<file path="config.mk">
export PLATFORM = sky130hd
export DESIGN_NAME = wb_scoreboard
export DESIGN_NICKNAME = d
export VERILOG_FILES = /design/src/rtl/rv32i_pkg.sv /design/src/rtl/wb_fifo.sv /design/src/rtl/wb_scoreboard.sv
export SDC_FILE = /design/constraint.sdc
export NUM_CORES = 1
export LEC_CHECK = 0
export BUFFER_PORTS_ARGS = -buffer_cell sky130_fd_sc_hd__buf_2
export CORE_MARGIN = 2
export CORE_UTILIZATION = 50
export CTS_CLUSTER_DIAMETER = 40
export DETAILED_ROUTE_END_ITERATION = 10
export PLACE_DENSITY = 0.8
export SYNTH_ARGS = -nofsm -noshare
export SYNTH_HDL_FRONTEND = slang
export SYNTH_HIERARCHICAL = 1
export SYNTH_SLANG_ARGS = --single-unit
</file>
<file path="constraint.sdc">
create_clock -name clk -period 5.82 [get_ports clk]
set_input_delay 0.873 -clock clk [delete_from_list [all_inputs] [get_ports clk]]
set_output_delay 0.873 -clock clk [all_outputs]
set_load 0.02 [all_outputs]
</file>
<file path="src/rtl/rv32i_pkg.sv">
`default_nettype none
// ============================================================================
// rv32i_pkg
// Shared integer-datapath widths, writeback request type and hazard helper.
// Rev 1.0
// ============================================================================
package rv32i_pkg;

  localparam int XLEN       = 32;
  localparam int REG_ADDR_W = 5;
  localparam int NUM_REGS   = 32;

  typedef struct packed {
    logic [REG_ADDR_W-1:0] rd;
    logic [XLEN-1:0]       data;
  } wb_req_t;

  // A source conflicts if it is pending in the scoreboard or being written right now.
  function automatic logic reg_hazard(
    input logic [REG_ADDR_W-1:0] rs,
    input logic [NUM_REGS-1:0]   busy,
    input logic                  wb_we,
    input logic [REG_ADDR_W-1:0] wb_addr
  );
    return (rs != '0) && (busy[rs] || (wb_we && (wb_addr == rs)));
  endfunction

endpackage
`default_nettype wire

</file>
<file path="src/rtl/wb_fifo.sv">
`default_nettype none
// ============================================================================
// wb_fifo
// Synchronous FIFO of load writeback requests with registered full/empty flags.
// Rev 1.0
// ============================================================================
module wb_fifo
  import rv32i_pkg::*;
#(
  parameter int DEPTH = 4
) (
  input  logic    clk,
  input  logic    rst,
  input  logic    i_push,
  input  logic    i_pop,
  input  wb_req_t i_data,
  output logic    o_full,
  output logic    o_empty,
  output wb_req_t o_head
);

  localparam int PTR_W = $clog2(DEPTH);
  localparam int CNT_W = PTR_W + 1;
  localparam logic [CNT_W-1:0] c_one   = CNT_W'(1);
  localparam logic [CNT_W-1:0] c_depth = CNT_W'(DEPTH);
  localparam logic [PTR_W-1:0] c_step  = PTR_W'(1);

  wb_req_t          r_mem [DEPTH];
  logic [PTR_W-1:0] r_wr_ptr;
  logic [PTR_W-1:0] r_rd_ptr;
  logic [CNT_W-1:0] r_count;
  logic             r_full;
  logic             r_empty;

  logic             w_push;
  logic             w_pop;
  logic [CNT_W-1:0] w_count_next;

  assign w_push = i_push && !r_full;
  assign w_pop  = i_pop && !r_empty;

  always_comb begin
    w_count_next = r_count;
    if (w_push && !w_pop) begin
      w_count_next = r_count + c_one;
    end else if (!w_push && w_pop) begin
      w_count_next = r_count - c_one;
    end
  end

  // Pointers wrap naturally because DEPTH is a power of two.
  always_ff @(posedge clk or posedge rst) begin
    if (rst) begin
      r_wr_ptr <= '0;
      r_rd_ptr <= '0;
      r_count  <= '0;
      r_full   <= 1'b0;
      r_empty  <= 1'b1;
    end else begin
      if (w_push) r_wr_ptr <= r_wr_ptr + c_step;
      if (w_pop)  r_rd_ptr <= r_rd_ptr + c_step;
      r_count <= w_count_next;
      r_full  <= (w_count_next == c_depth);
      r_empty <= (w_count_next == '0);
    end
  end

  always_ff @(posedge clk) begin
    if (w_push) r_mem[r_wr_ptr] <= i_data;
  end

  assign o_full  = r_full;
  assign o_empty = r_empty;
  assign o_head  = r_mem[r_rd_ptr];

endmodule
`default_nettype wire

</file>
<file path="src/rtl/wb_scoreboard.sv">
`default_nettype none
// ============================================================================
// wb_scoreboard
// Merges ALU and load writebacks onto the register-file port, tracks busy
// registers, and raises decode hazard stall and load-starvation drain request.
// Rev 1.0
// ============================================================================
module wb_scoreboard
  import rv32i_pkg::*;
#(
  parameter int DEPTH        = 4,
  parameter int STARVE_LIMIT = 8
) (
  input  logic                  clk,
  input  logic                  rst,
  input  logic                  issue_valid,
  input  logic [REG_ADDR_W-1:0] issue_rd,
  input  logic [REG_ADDR_W-1:0] issue_rs1,
  input  logic [REG_ADDR_W-1:0] issue_rs2,
  output logic                  hazard_stall,
  input  logic                  alu_valid,
  input  logic [REG_ADDR_W-1:0] alu_rd,
  input  logic [XLEN-1:0]       alu_data,
  input  logic                  ld_valid,
  output logic                  ld_ready,
  input  logic [REG_ADDR_W-1:0] ld_rd,
  input  logic [XLEN-1:0]       ld_data,
  output logic                  wb_we,
  output logic [REG_ADDR_W-1:0] wb_addr,
  output logic [XLEN-1:0]       wb_data,
  output logic                  drain_req
);

  localparam int SC_W = $clog2(STARVE_LIMIT + 1);
  localparam logic [SC_W-1:0] c_starve_max = SC_W'(STARVE_LIMIT);
  localparam logic [SC_W-1:0] c_starve_thr = SC_W'(STARVE_LIMIT - 1);
  localparam logic [SC_W-1:0] c_starve_one = SC_W'(1);

  logic                  r_wb_we;
  logic [REG_ADDR_W-1:0] r_wb_addr;
  logic [XLEN-1:0]       r_wb_data;
  logic                  r_drain;
  logic [NUM_REGS-1:0]   r_busy;
  logic [SC_W-1:0]       r_starve;

  logic                  w_alu_req;
  logic                  w_push;
  logic                  w_pop;
  logic                  w_fifo_full;
  logic                  w_fifo_empty;
  wb_req_t               w_head;
  wb_req_t               w_ld_req;
  logic                  w_wb_load;
  logic [REG_ADDR_W-1:0] w_wb_rd;
  logic [XLEN-1:0]       w_wb_dat;
  logic                  w_starve_inc;
  logic [NUM_REGS-1:0]   w_busy_next;

  assign w_alu_req    = alu_valid && (alu_rd != '0);
  assign w_push       = ld_valid && !w_fifo_full && (ld_rd != '0);
  assign w_pop        = !w_alu_req && !w_fifo_empty;
  assign w_wb_load    = w_alu_req || w_pop;
  assign w_wb_rd      = w_alu_req ? alu_rd : w_head.rd;
  assign w_wb_dat     = w_alu_req ? alu_data : w_head.data;
  assign w_starve_inc = w_alu_req && !w_fifo_empty;
  assign w_ld_req     = '{rd: ld_rd, data: ld_data};

  wb_fifo #(.DEPTH(DEPTH)) u_fifo (
    .clk     (clk),
    .rst     (rst),
    .i_push  (w_push),
    .i_pop   (w_pop),
    .i_data  (w_ld_req),
    .o_full  (w_fifo_full),
    .o_empty (w_fifo_empty),
    .o_head  (w_head)
  );

  // Clear first so a same-edge issue to the retiring register keeps it busy.
  always_comb begin
    w_busy_next = r_busy;
    if (w_wb_load) w_busy_next[w_wb_rd] = 1'b0;
    if (issue_valid && (issue_rd != '0)) w_busy_next[issue_rd] = 1'b1;
  end

  always_ff @(posedge clk or posedge rst) begin
    if (rst) begin
      r_wb_we   <= 1'b0;
      r_wb_addr <= '0;
      r_wb_data <= '0;
      r_busy    <= '0;
      r_starve  <= '0;
      r_drain   <= 1'b0;
    end else begin
      r_wb_we <= w_wb_load;
      if (w_wb_load) begin
        r_wb_addr <= w_wb_rd;
        r_wb_data <= w_wb_dat;
      end
      r_busy <= w_busy_next;
      if (w_pop || w_fifo_empty) begin
        r_starve <= '0;
      end else if (w_starve_inc && (r_starve != c_starve_max)) begin
        r_starve <= r_starve + c_starve_one;
      end
      r_drain <= (r_starve >= c_starve_thr) && w_starve_inc;
    end
  end

  // The register file has no write-through, so the in-flight write also stalls.
  assign hazard_stall = reg_hazard(issue_rs1, r_busy, r_wb_we, r_wb_addr)
                      | reg_hazard(issue_rs2, r_busy, r_wb_we, r_wb_addr)
                      | reg_hazard(issue_rd,  r_busy, r_wb_we, r_wb_addr);

  assign ld_ready  = !w_fifo_full;
  assign wb_we     = r_wb_we;
  assign wb_addr   = r_wb_addr;
  assign wb_data   = r_wb_data;
  assign drain_req = r_drain;

endmodule
`default_nettype wire

</file>
==> results of run 1 <==
[per-layer routing]
layer  up-vias  global-route usage [%]
met5         -                       0
met4         4                   6.058
met3        41                   4.444
met2       291                   34.95
met1      3213                   28.89
li1       2902                       -
[registers in the layout (all words and copies together) (netlist names)]
| signal | flops |
|---|---|
| u_fifo/r_mem | 148 |
| r_busy | 32 |
| wb_data | 32 |
| wb_addr | 5 |
| r_starve | 4 |
| u_fifo/r_count | 3 |
| u_fifo/r_rd_ptr | 2 |
| u_fifo/r_wr_ptr | 2 |
| drain_req | 1 |
| u_fifo/o_empty | 1 |
| u_fifo/o_full | 1 |
| wb_we | 1 |
[synth_stat cells (8+ instances only)]
cell	instances	share of area, %
edfxtp_1	148	43
o21ai_0	105	5.1
dfrtp_1	83	20
nand2_1	56	2.0
mux4_2	55	12
mux2i_1	41	4.0
clkbuf_1	22	0.80
inv_1	15	0.55
nor3_1	14	0.68
xor2_1	14	1.2
nor2_1	12	0.44
buf_2	10	0.48
nand3b_1	10	0.73
ha_1	8	0.97
xnor2_1	8	0.68
[path summary, 6_finish.rpt]
| kind | endpoint | slack (ns) | cells past startpoint |
|---|---|---|---|
| min | u_fifo/r_count[1]$_DFF_PP0_ | 0.32 | 2 |
| max in group asynchronous | wb_data[0]$_DFFE_PP0N_ | 4.37 | 3 |
| max reg2reg | u_fifo/o_full$_DFF_PP0_ | 3.14 | 6 |
| min in group clk | wb_data[30]$_DFFE_PP0N_ | 0.53 | 3 |
| min reg2reg | u_fifo/r_count[0]$_DFF_PP0_ | 0.56 | 1 |
| max | hazard_stall | 2.15 | 8 |
[cells by family after synthesis]
group | share of synthesized area [%]
AOI/OAI and AO/OA | 6.970
xor gates and xnor gates | 1.867
buffers and inverters | 2.267
DFF | 63.43
adders and majority gates | 0.9697
and+or+nand+nor | 6.412
muxes | 18.08
[where the power goes]
group	internal (µW)	switching (µW)	leakage [µW]	total (µW)
Sequential	2200	329	0.00238	2530
Combinational	820	963	0.00174	1780
Clock	1180	681	0.000501	1860
[per-stage QoR]
step	util, %	setup slack (ns)	power [µW]	hold WS [ns]
after floorplan	-	2.462	3783	0.4853
after global placement	55.35	2.174	4270	0.5441
after detailed placement	55.35	2.174	4333	0.5431
after CTS	60.45	2.169	6216	0.3195
after global routing	60.45	2.004	6477	0.3400
final	60.47	2.147	6175	0.3211
[final cells by class]
class | count | share of cell area [%]
antenna | 2 | 0.04090
clock buffer | 35 | 6.350
clock inverter | 17 | 2.086
inverter | 15 | 0.4703
multi-input combinational | 394 | 28.99
sequential | 232 | 53.52
tap | 270 | 2.761
timing repair buffer | 139 | 5.787
==> metrics.txt, run 1 <==
outcome=complete, no violations; crit-path most repeated cell=buf_2; share of cells above drive strength 1=31.85%; DR vias=6451; WP data required=4.95 ns; total detailed-routing wirelength=22620 µm; DRT Pass-1 Iters=5; CTS buffer count=28; core area=0.02023 mm²; fin cells=1104; setup tns final=0 ns; FF-to-FF Start=u_fifo/o_empty$_DFF_PP1_; measured slew at the worst slew-check pin=1.085 ns; pin count of the biggest net entering global routing=75; die height=147.7 µm; crit share post-route=63.11%; Worst Hold Class=in -> async; Arrival @ worst endpoint=2.80 ns; register area share after synthesis=63.43%; Yosys cell types=56; area of placed instances=0.01120 mm²; M1 WL=9246 µm; first-pass GRT wire length=35870 µm; final setup vio count=0; syn_nets=781; CTS tree=yes; CP Launch Point=issue_rd[0]; Leak=0.004625 µW; H-tree depth=1; final antenna-violating net count=0; clock tree sinks=232; GPL Wtd Cong=0.9116; I/O Pins=135; Final HPWL DP=14650 µm; asr flop ratio synth=36.21%; Initial Utilization=51.01%; Slew HR=26.90%; Via density=5.843; clock root buffer=clkbuf_16; critical path class=in -> out; Top delay family on crit path=compound AO/OA/AOI/OAI gates; critical-path maximum fanout=14; detailed-route DRC error count=0; fin crit period=3.673 ns; final instance area=0.01224 mm²; Max Root-Sink Buffers=3; routed length on met2=10940 µm; Max Fclk=272.3 MHz; Mapped Cells=679; register bit total from synthesis=232; CP bufs+invs=3; Final Skew=0.01565 ns; Post-CTS Setup Inserts=0; initial antenna violation count=4; Routed WL per cell=20.49 µm; Syn. warnings=6; Worst Setup Start Kind=input port; PortBufs=134; placed cell count=1050; area of the multi-input gates=0.003547 mm²; Final #Nets=912; commonest non-fill, non-tap cell in the layout=edfxtp_1; metal3 WL=1880 µm; crit path max-delay cell type=mux4_2; Max Slew Vio Count=0; Die Span X=147.7 µm; commonest non-fill, non-tap cells in the layout=edfxtp_1 (148), buf_2 (134), o21ai_0 (105); final hold vios=0; vias in the first global route=6599; RSZ-0062 raised after global routing=false; CTS resizes=0; Worst-path clk slew=0.06 ns; CTS Hold Bufs=0; floorplan row count=52; fillers=1500; number of flops mapped to enable cells by yosys=148; Setup crit end kind=output port; global route overflow=0; gr usage total=21.19%; Main synth FF type=edfxtp_1; Max rail drop VDD=0.3332 mV; Die ar.=0.02181 mm²; Top Metal Used=met5; CP max stage delay=0.54 ns; Syn Area/Cell=15.20 µm²; Max-Cap Viols=0; Mapped Area=0.01032 mm²; crit-path cells=buf_2 > mux4_2 > inv_1 > o22ai_1 > a221oi_1 > a21oi_1 > a2111o_1 > buf_2; register area=0.006549 mm²; power density over the cells=504.7 mW/mm²; clock latency at the later pin of the worst-skew pair=0.54 ns; Area growth, synth to finish=18.55%; Initial DRC Count=554
No activity file was read; power rests on OpenSTA's default activity.
==> run 2, diff against run 1 <==
==> constraint.sdc (replaced) <==
create_clock -name clk -period 3.6 [get_ports clk]
set_input_delay 0.54 -clock clk [delete_from_list [all_inputs] [get_ports clk]]
set_output_delay 0.54 -clock clk [all_outputs]
set_load 0.02 [all_outputs]
==> run 2 against run 1 <==
Clock skew is 0.0042 ns lower. Critical path depth down 1. Design area increased by 1.1%. Highest routed layer unchanged.
==> metrics.txt, run 2 (synthesized netlist as in run 1, its figures left out) <==
pin count of the biggest net entering global routing=75 (unchanged); FF-to-FF Start=u_fifo/r_rd_ptr[0]$_DFFE_PP0P_; fin crit period=3.093 ns; share of cells above drive strength 1=32.46% (+0.61 points); clock latency at the later pin of the worst-skew pair=0.53 ns (about the same); Leak=0.004688 µW (+1.4%); CTS buffer count=29 (+3.6%); die height=147.7 µm (unchanged); outcome=complete, no violations; Setup crit end kind=output port; WP data required=3.06 ns (-1.89 ns); R2R cell count=5 (-1); Worst Setup Start Kind=flip-flop; fin cells=1116 (+1.1%); detailed-route DRC error count=0 (unchanged); gr usage total=21.52% (+0.33 points); power density over the cells=817.4 mW/mm² (+62%); Max Root-Sink Buffers=3 (unchanged); CTS resizes=0 (unchanged); M1 WL=9418 µm (+1.9%); Finished Core Util=61.14% (+0.66 points); Max Slew Vio Count=0 (unchanged); global route overflow=0 (unchanged); final antenna-violating net count=0 (unchanged); commonest non-fill, non-tap cell in the layout=edfxtp_1; RR Endpoint=r_busy[7]$_DFF_PP0_; first-pass GRT wire length=36800 µm (+2.6%); crit share post-route=85.92%; Top Metal Used=met5; critical path class=reg -> out; Initial DRC Count=401 (-28%); final setup vio count=0 (unchanged); clock root buffer=clkbuf_16; Max-Cap Viols=0 (unchanged); Max Fclk=323.3 MHz; Min-Delay Endpoint=wb_data[18]$_DFFE_PP0N_; CTS tree=yes; CP max stage delay=0.48 ns (-0.06 ns); GPL Wtd Cong=0.8787 (-3.6%); Final HPWL DP=14930 µm (+1.9%); setup tns final=0 ns (unchanged); Die ar.=0.02181 mm² (unchanged); clock tree sinks=232 (unchanged); Worst Hold Class=in -> reg; register-to-register setup slack=1.14 ns (-2.00 ns); Die Span X=147.7 µm (unchanged); Hold Path Cell Cnt=3; max reg flops=148 (unchanged); Worst-path clk slew=0.06 ns (about the same); vias in the first global route=6719 (+1.8%); core area=0.02023 mm² (unchanged); RSZ-0062 raised after global routing=false; Arrival @ worst endpoint=2.55 ns (-0.25 ns); final hold vios=0 (unchanged); H-tree depth=1 (unchanged); initial antenna violation count=3 (-1); Initial Utilization=51.01% (unchanged); routed length on met2=11060 µm (+1.2%); Slew HR=39.09% (+12 points); Hold Startpoint=alu_data[18]; measured slew at the worst slew-check pin=0.9094 ns (-0.1753 ns); Max rail drop VDD=0.4959 mV (+49%); critical-path maximum fanout=4 (-10); PortBufs=134 (unchanged); Routed WL per cell=20.45 µm (-0.17%); metal3 WL=1779 µm (-5.4%); total detailed-routing wirelength=22820 µm (+0.92%); I/O Pins=135 (unchanged); crit path max-delay cell type=mux4_2; Final Skew=0.01148 ns (-0.004169 ns); commonest non-fill, non-tap cells in the layout=edfxtp_1 (148), buf_2 (134), o21ai_0 (105); crit-path cells=mux4_2 > inv_1 > o22ai_1 > a221oi_1 > a21oi_1 > a2111o_1 > buf_2; Largest Register=u_fifo/r_mem; DRT Pass-1 Iters=5 (unchanged); floorplan row count=52 (unchanged); Area growth, synth to finish=19.84%; DR vias=6571 (+1.9%); placed cell count=1059 (+0.86%); Final #Nets=923 (+1.2%); Via density=5.888 (+0.76%)
[run 2: cell count changes in the layout (fill, tap and decap cells not counted), sizes merged]
cell	delta
clkinvlp	+1
clkinv	+1
buf	+9
inv	+1
dlygate4sd3	+1
bufinv	+1
clkbuf	-2
[run 2: how the worst max path moves through the flow]
stage	from	to	slack [ns]	depth (start not counted)
after detailed placement	issue_rd[0]	hazard_stall	0.51	8
final	r_busy[23]$_DFF_PP0_	hazard_stall	0.51	7
after CTS	r_busy[27]$_DFF_PP0_	hazard_stall	0.49	7
after floorplan	alu_rd[3]	u_fifo/o_full$_DFF_PP0_	0.89	10
after global routing	issue_rd[0]	hazard_stall	0.35	8
after global placement	issue_rd[0]	hazard_stall	0.54	8
[run 2: per-stage QoR]
step | hold WS, ns | setup slack [ns] | cell area, µm² | total power [µW]
2_1_floorplan | 0.3672 | 0.8940 | 10320 | 6116
3_3_place_gp | 0.5336 | 0.5440 | 11290 | 6942
3_5_place_dp | 0.5367 | 0.5121 | 11290 | 7058
4_1_cts | 0.1908 | 0.4900 | 12370 | 10180
5_1_grt | 0.1941 | 0.3534 | 12370 | 10630
6_report | 0.2111 | 0.5071 | 12370 | 10110
[run 2: area by class of cell]
class                   count  area [µm²]
diodes                      2       5.005
clock buffers              33       750.7
clock inverters            21       312.8
fillers                  1474        7864
inverters                  15       57.56
multi-input cells         394        3547
flip-flops and latches    232        6549
well taps                 270       337.8
repair buffers            149       810.8
[run 2: power breakdown]
group,switching [µW],total (µW),internal (µW)
logic,1580,2950,1370
registers,524,4080,3550
clock network,1130,3090,1960
[run 2: metal layers]
layer / vias to the layer above / global-route usage [%]
met5: - / 0
met4: 2 / 6.971
met3: 46 / 4.321
met2: 299 / 34.72
met1: 3305 / 29.85
li1: 2919 / -
[run 2: timing repair]
item                                   CTS  global route
endpoints found under the hold margin   21             0
buffers inserted                         0             0
hold buffers                             1             0
[run 2: critical path: cells and delay by family, from the launching register on]
| kind | cells | cell delay [ns] |
|---|---|---|
| muxes | 1 | 0.48 |
| buffers and inverters | 2 | 0.23 |
| DFF | 1 | 0.42 |
| AOI/OAI and AO/OA | 4 | 0.90 |
